--- src/rtl/mult_bus_ctrl.sv ---
// mult_bus_ctrl: J1 I/O-bus front end that launches the 16x16 multiplier core and captures its product
// Ports: clk/rst (sync, active-high); cs/rd/wr/addr/d_in bus access, d_out registered read data (1-cycle latency);
//        irq one-cycle pulse per finished op; m_A/m_B/m_init drive the core, m_pp/m_done come back from it.
// Map: 0 A, 1 B, 2 CTRL(wr bit0=start)/STATUS {ovr,err,done,busy}, 3 RESULT lo, 4 RESULT hi, 5-7 read 0.
module mult_bus_ctrl #(
  parameter int INIT_CYCLES = 2,
  parameter int TIMEOUT     = 64
) (
  input  logic        clk,
  input  logic        rst,
  input  logic        cs,
  input  logic        rd,
  input  logic        wr,
  input  logic [2:0]  addr,
  input  logic [15:0] d_in,
  output logic [15:0] d_out,
  output logic        irq,
  output logic [15:0] m_A,
  output logic [15:0] m_B,
  output logic        m_init,
  input  logic [31:0] m_pp,
  input  logic        m_done
);
  typedef enum logic [1:0] {IDLE, LAUNCH, WAIT} state_t;
  state_t r_state, w_next;
  logic [15:0] r_a, r_b, w_rdata;
  logic [31:0] r_res;
  logic [7:0]  r_tcnt;
  logic [3:0]  r_icnt;
  logic r_done, r_err, r_ovr, r_done_q;
  logic w_rd, w_wr, w_busy, w_cmd, w_start, w_ok, w_to;
  // a simultaneous read+write is a write only
  assign w_rd    = cs & rd & ~wr;
  assign w_wr    = cs & wr;
  assign w_busy  = r_state != IDLE;
  assign w_cmd   = w_wr && addr == 3'd2 && d_in[0];
  assign w_start = w_cmd && !w_busy;
  // a done edge beats a timeout landing on the same cycle
  assign w_ok    = r_state == WAIT && m_done && !r_done_q;
  assign w_to    = r_state == WAIT && !w_ok && r_tcnt == 8'd1;
  assign m_A     = r_a;
  assign m_B     = r_b;
  assign m_init  = r_state == LAUNCH;
  assign w_rdata = addr == 3'd0 ? r_a :
                   addr == 3'd1 ? r_b :
                   addr == 3'd2 ? {12'b0, r_ovr, r_err, r_done, w_busy} :
                   addr == 3'd3 ? r_res[15:0] :
                   addr == 3'd4 ? r_res[31:16] : 16'h0;
  always_comb begin
    w_next = r_state;
    w_next = (r_state == IDLE && w_start)         ? LAUNCH :
             (r_state == LAUNCH && r_icnt == 4'd0) ? WAIT :
             (w_ok || w_to)                        ? IDLE : r_state;
  end
  always_ff @(posedge clk) begin
    if (rst) begin
      r_state  <= IDLE;
      d_out    <= '0;
      irq      <= 1'b0;
      r_a      <= '0;
      r_b      <= '0;
      r_res    <= '0;
      r_done   <= 1'b0;
      r_err    <= 1'b0;
      r_ovr    <= 1'b0;
      r_tcnt   <= '0;
      r_icnt   <= '0;
      r_done_q <= 1'b0;
    end else begin
      r_state  <= w_next;
      r_done_q <= m_done;
      irq      <= w_ok || w_to;
      if (w_rd) d_out <= w_rdata;
      if (w_wr && addr == 3'd0 && !w_busy) r_a <= d_in;
      if (w_wr && addr == 3'd1 && !w_busy) r_b <= d_in;
      // status reads return the flags first, then clear them; a new event on the same edge wins
      if (w_busy && (w_cmd || (w_wr && (addr == 3'd0 || addr == 3'd1)))) r_ovr <= 1'b1;
      else if (w_rd && addr == 3'd2) r_ovr <= 1'b0;
      if (w_to) r_err <= 1'b1;
      else if (w_start || (w_rd && addr == 3'd2)) r_err <= 1'b0;
      if (w_ok) r_done <= 1'b1;
      else if (w_start || (w_rd && addr == 3'd4)) r_done <= 1'b0;
      if (w_ok) r_res <= m_pp;
      if (w_start) r_icnt <= 4'(INIT_CYCLES - 1);
      else if (r_state == LAUNCH && r_icnt != 4'd0) r_icnt <= r_icnt - 4'd1;
      if (r_state == LAUNCH && r_icnt == 4'd0) r_tcnt <= 8'(TIMEOUT);
      else if (r_state == WAIT) r_tcnt <= r_tcnt - 8'd1;
    end
  end
endmodule

--- config.mk ---
export PLATFORM = sky130hd
export DESIGN_NAME = mult_bus_ctrl
export DESIGN_NICKNAME = d
export VERILOG_FILES = /design/src/rtl/mult_bus_ctrl.sv
export SDC_FILE = /design/constraint.sdc
export NUM_CORES = 1
export LEC_CHECK = 0
export BUFFER_PORTS_ARGS = -buffer_cell sky130_fd_sc_hd__buf_2
export CORE_UTILIZATION = 39
export CTS_CLUSTER_SIZE = 20
export DETAILED_ROUTE_END_ITERATION = 8
export PLACE_DENSITY = 0.7
export SLEW_MARGIN = 20
export SYNTH_ARGS = -nofsm -noshare
export SYNTH_HDL_FRONTEND = slang
export SYNTH_SLANG_ARGS = --single-unit
--- constraint.sdc ---
create_clock -name clk -period 2.9 [get_ports clk]
set_input_delay 0.58 -clock clk [delete_from_list [all_inputs] [get_ports clk]]
set_output_delay 0.58 -clock clk [all_outputs]
set_load 0.005 [all_outputs]
; ---- Yosys cells after proc, flatten, opt, wreduce, memory -nomap -nowiden
; Index checks and enable logic that the tools add are counted.
[word_totals]
ff_bits = 99
in_bits = 57
output_inout_bits = 50
elab_cells = 87
[op_classes]
add_sub_neg = 2
n_eq_ne = 7
n_mux = 18
bitwise_logic = 4
reduce_logical = 41
[op_table]
columns = operator, count
row1 = $mux 16, 5
row2 = $logic_and 1x1->1, 18
row3 = $mux 7, 2
row4 = $reduce_bool 2->1, 7
row5 = $mux 1, 9
row6 = $eq 8x1->1 const B, 1
row7 = $sub 8x1->8 const B, 1
row8 = $eq 3x2->1 const B, 2
row9 = $reduce_or 2->1, 3
row10 = $logic_or 1x1->1, 5
row11 = $logic_not 4->1, 1
row12 = $mux 2, 2
row13 = $reduce_bool 4->1, 1
row14 = $sub 4x1->4 const B, 1
row15 = $and 1x1->1, 3
row16 = $eq 3x1->1 const B, 1
row17 = $eq 3x3->1 const B, 1
row18 = $logic_not 1->1, 3
row19 = $logic_not 3->1, 1
row20 = $reduce_bool 3->1, 1
row21 = $eq 2x1->1 const B, 1
row22 = $eq 2x2->1 const B, 1
row23 = $logic_not 2->1, 1
row24 = $not 1->1, 1

; ---- Depth between registers and ports, before layout
[depth]
depth_word = 10
mapped_depth = 6
ltp_nobuf = 5

; ---- Least setup slack after synthesis
; OpenSTA, ideal clock, no wires.
[synth_path]
path_kind = in2reg
from = in addr[2]
to = reg r_a[10], in the netlist m_A[10]
setup_time_ps = 70
t_arrival_ps = 1648
t_required_ps = 2830
setup_slack_ps = 1182
path_stages = 5
path_buffers = 2
path_cell_list = buf_1 nor3_1 buf_2 nand3_1 a21oi_1
[synth_via]
elab_chain_cells = 3
[synth_rtl]
columns = item, line_no
row1 = from (decl), 14  ; input logic [2:0] addr,
row2 = $logic_not 3->1, 74  ; if (w_wr && addr == 3'd0 && !w_busy) r_a <= d_in;
row3 = $logic_and 1x1->1 (2 in a row), 74
row4 = to (signal assigned), 74
row5 = to (decl), 26  ; logic [15:0] r_a, r_b, w_rdata;
; No other way between the ends.
; A chain may end at the register's enable or synchronous reset.

; ---- Worst setup path in the final report
[layout_path]
from = reg r_state[0]
to = out m_init
[layout_via]
elab_chain_cells = 1
[layout_rtl]
columns = item, line_no
row1 = from (decl), 25  ; state_t r_state, w_next;
row2 = from (signal assigned), 70  ; r_state <= w_next;
row3 = $eq 2x1->1, 43  ; assign m_init = r_state == LAUNCH;
row4 = to (decl), 20  ; output logic m_init,
; No other way between the ends.

==> metrics <==
Detailed Routing Iterations Pass 1 8; maximum root-to-sink buffer count 2; synth cell count leaders dfxtp_1 (99), a21oi_1 (73), nand2_1 (65); total grt overflow 0; synthesis-to-layout area growth 18.91%; cts hold-fix bufs 0; dominant synthesized flop cell dfxtp_1; # port buffers 106; Yosys reg bits 99; TritonCTS clock tree done; Setup Skew 0.01569 ns; first-pass GRT wire length 19.40 mm; RSZ-0062 raised after global routing no; fill cell count 1075; initial antenna violation count 0; post-synthesis sequential area ratio 45.74%; post-route setup TNS 0 ns; most frequent cell after synthesis dfxtp_1; number of global-route vias before repair 3798; FF-to-FF path depth 3; H-tree depth 3; EDFF count, synth 0; multi-input logic area 0.002170 mm^2; crit-path cells nand2b_1 -> inv_1 -> buf_2; Final setup viols 0; routed wl met2 5.183 mm; syn avg cell area 8.237 um^2; DRT Wirelength 12.29 mm; status finished clean; routed len/inst 16.34 um; DR iter-0 viols 577; CP max stage delay 0.64 ns; largest net degree at the start of global routing 74; P_leak 1.902 nW; Max Cap Violations 0; CP startpoint kind flop; Hold Crit Start m_pp[2]; Worst-Skew Late Latency 0.37 ns; # IOs 107; GRT Overall Usage 21.23%; PostCTS Resize Cnt 0; Data arrival, critical path 1.57 ns; Post-Syn Area 0.004333 mm^2; reg2reg start r_state[1]$_SDFFE_PP0P_; Cells after Synth 526; Die X 107.4 um; Max Freq 0.4649 GHz; Reg area 0.001982 mm^2; clk root buf clkbuf_8; DRC errors left 0; M1 WL 5.878 mm; Synth top area share 45.74%; Vias/cell 5.632; Slowest cell on crit path dfxtp_1; Total Die Area 0.01154 mm^2; RR Endpoint r_tcnt[7]$_SDFFE_PP0N_; CP startpoint r_state[0]$_SDFFE_PP0P_; clock slew at reported path FFs 0.09 ns; nets 667; Initial Util 39.97%; Final Cycle Share 74.17%; Post-DP HPWL 8.732 mm; Yosys warning total 0; Detail Route Antenna Nets 0; Hold Crit Class primary input to flop; post-CTS setup buffer count 0; ANT cells 0; fin crit period 2.151 ns; synth unique cells 47; top cells by area, synth dfxtp_1 (46%), a21oi_1 (8.4%), o21ai_0 (6.4%), nand3_1 (5.8%), nand2_1 (5.6%); # rows 38; Final Hold Fails 0; Critical Path Sink Type output pin; power density over the cells 478.3 mW/mm^2; Die Y 107.4 um; Slew @ Worst Pin 0.9810 ns; Critical Path RT 2.32 ns; Synth async-reset ratio 0%; CP endpoint m_init; Slew headroom 34.31%; Vias 4235; CTS sink cnt 99; max-slew violations 0; total power 2.465 mW; hold_ws 0.4432 ns; VDD IR-drop max 0.2260 mV; gp weighted congestion 0.8658; crit path kind flop to output pin; CTS Buf Count 9; Synth Net Count 586; share of layout cells above drive strength 1 23.20%; area leader, netlist dfxtp_1; Core ar. 0.01084 mm^2; Critical Path Fanout Max 12; met3 routed WL 904 um; flop-to-flop setup slack 1.04 ns; top sig layer met4
[registers in the layout, indices dropped and copies added (netlist names)]
signal / count
r_icnt: 4
m_A: 16
r_done: 1
r_err: 1
r_tcnt: 8
r_done_q: 1
r_res: 32
irq: 1
r_ovr: 1
r_state: 2
m_B: 16
d_out: 16
[placed cells by master (no fill, tap or decap), types with 2 or more instances in the layout]
master,netlist,final
and3b_1,2,2
mux2_2,4,4
a221oi_1,15,15
o31ai_1,4,4
nand4bb_1,3,3
nor4bb_4,0,2
clkinvlp_4,0,2
nand2_1,65,65
a21oi_1,73,73
nand3b_1,2,2
inv_1,6,6
nand2b_1,19,19
nor3_1,2,2
clkbuf_8,0,9
buf_4,0,10
or3_1,6,6
nor2_1,7,7
buf_2,10,106
or3_2,2,2
nand3_1,50,50
nor3b_1,16,16
or4_1,2,2
a31oi_1,3,3
ha_1,3,3
o21ai_0,55,55
nor2b_1,4,4
dfxtp_1,99,99
o211ai_1,16,16
clkbuf_1,34,2
[area by class of cell]
type	count	area share [%]
clock buffers	11	2.550
clock inverters	5	1.214
inverters	7	0.5100
multi-input cells	374	42.11
flip-flops and latches	99	38.47
well taps	140	3.400
repair buffers	116	11.75
[layer usage]
metal	up-vias	global-route usage [%]
li1	2063	-
met1	1945	31.69
met2	198	30.00
met3	29	4.419
met4	0	7.045
met5	-	0
[how the worst min path moves through the flow]
stage / to / slack, ns / cells past startpoint
finish: r_res[2]$_SDFFE_PP0P_ / 0.44 / 3
floorplan: r_res[0]$_SDFFE_PP0P_ / 0.43 / 2
global placement: r_res[26]$_SDFFE_PP0P_ / 0.44 / 2
CTS: r_res[23]$_SDFFE_PP0P_ / 0.44 / 3
detailed placement: r_res[18]$_SDFFE_PP0P_ / 0.45 / 2
global route: r_res[20]$_SDFFE_PP0P_ / 0.43 / 3
[worst max-delay path: cells and delay by family (launching register included)]
family	cells	cell delay (ns)
DFF	1	0.64
buffers and inverters	2	0.35
and+or+nand+nor	1	0.22
[logic make-up after synthesis]
family,after synthesis,synth area share (%)
AO/OA/AOI/OAI,176,23.59
adder cells (fa/ha/maj),3,0.8664
flip-flops,99,45.74
buffers and inverters,53,4.880
multiplexers,4,1.039
XOR/XNOR,2,0.4043
AND/OR/NAND/NOR,189,23.48
[where the power goes]
group	internal, mW	switching (mW)
clock network	0.404	0.482
logic	0.0702	0.128
registers	1.37	0.0102
total	1.85	0.620
[metrics by stage]
step / setup WS, ns / util (%) / instance area, um^2 / std cells
final: 0.7491 / 47.53 / 5152 / 752
after global routing: 0.6260 / 47.53 / 5152 / 752
after CTS: 0.7521 / 47.53 / 5152 / 752
after detailed placement: 0.6326 / 45.74 / 4959 / 736
after global placement: 0.7851 / 45.74 / 4959 / 736
after floorplan: 1.182 / - / 4333 / 526
Note: power is estimated with default switching activity, not from simulation.
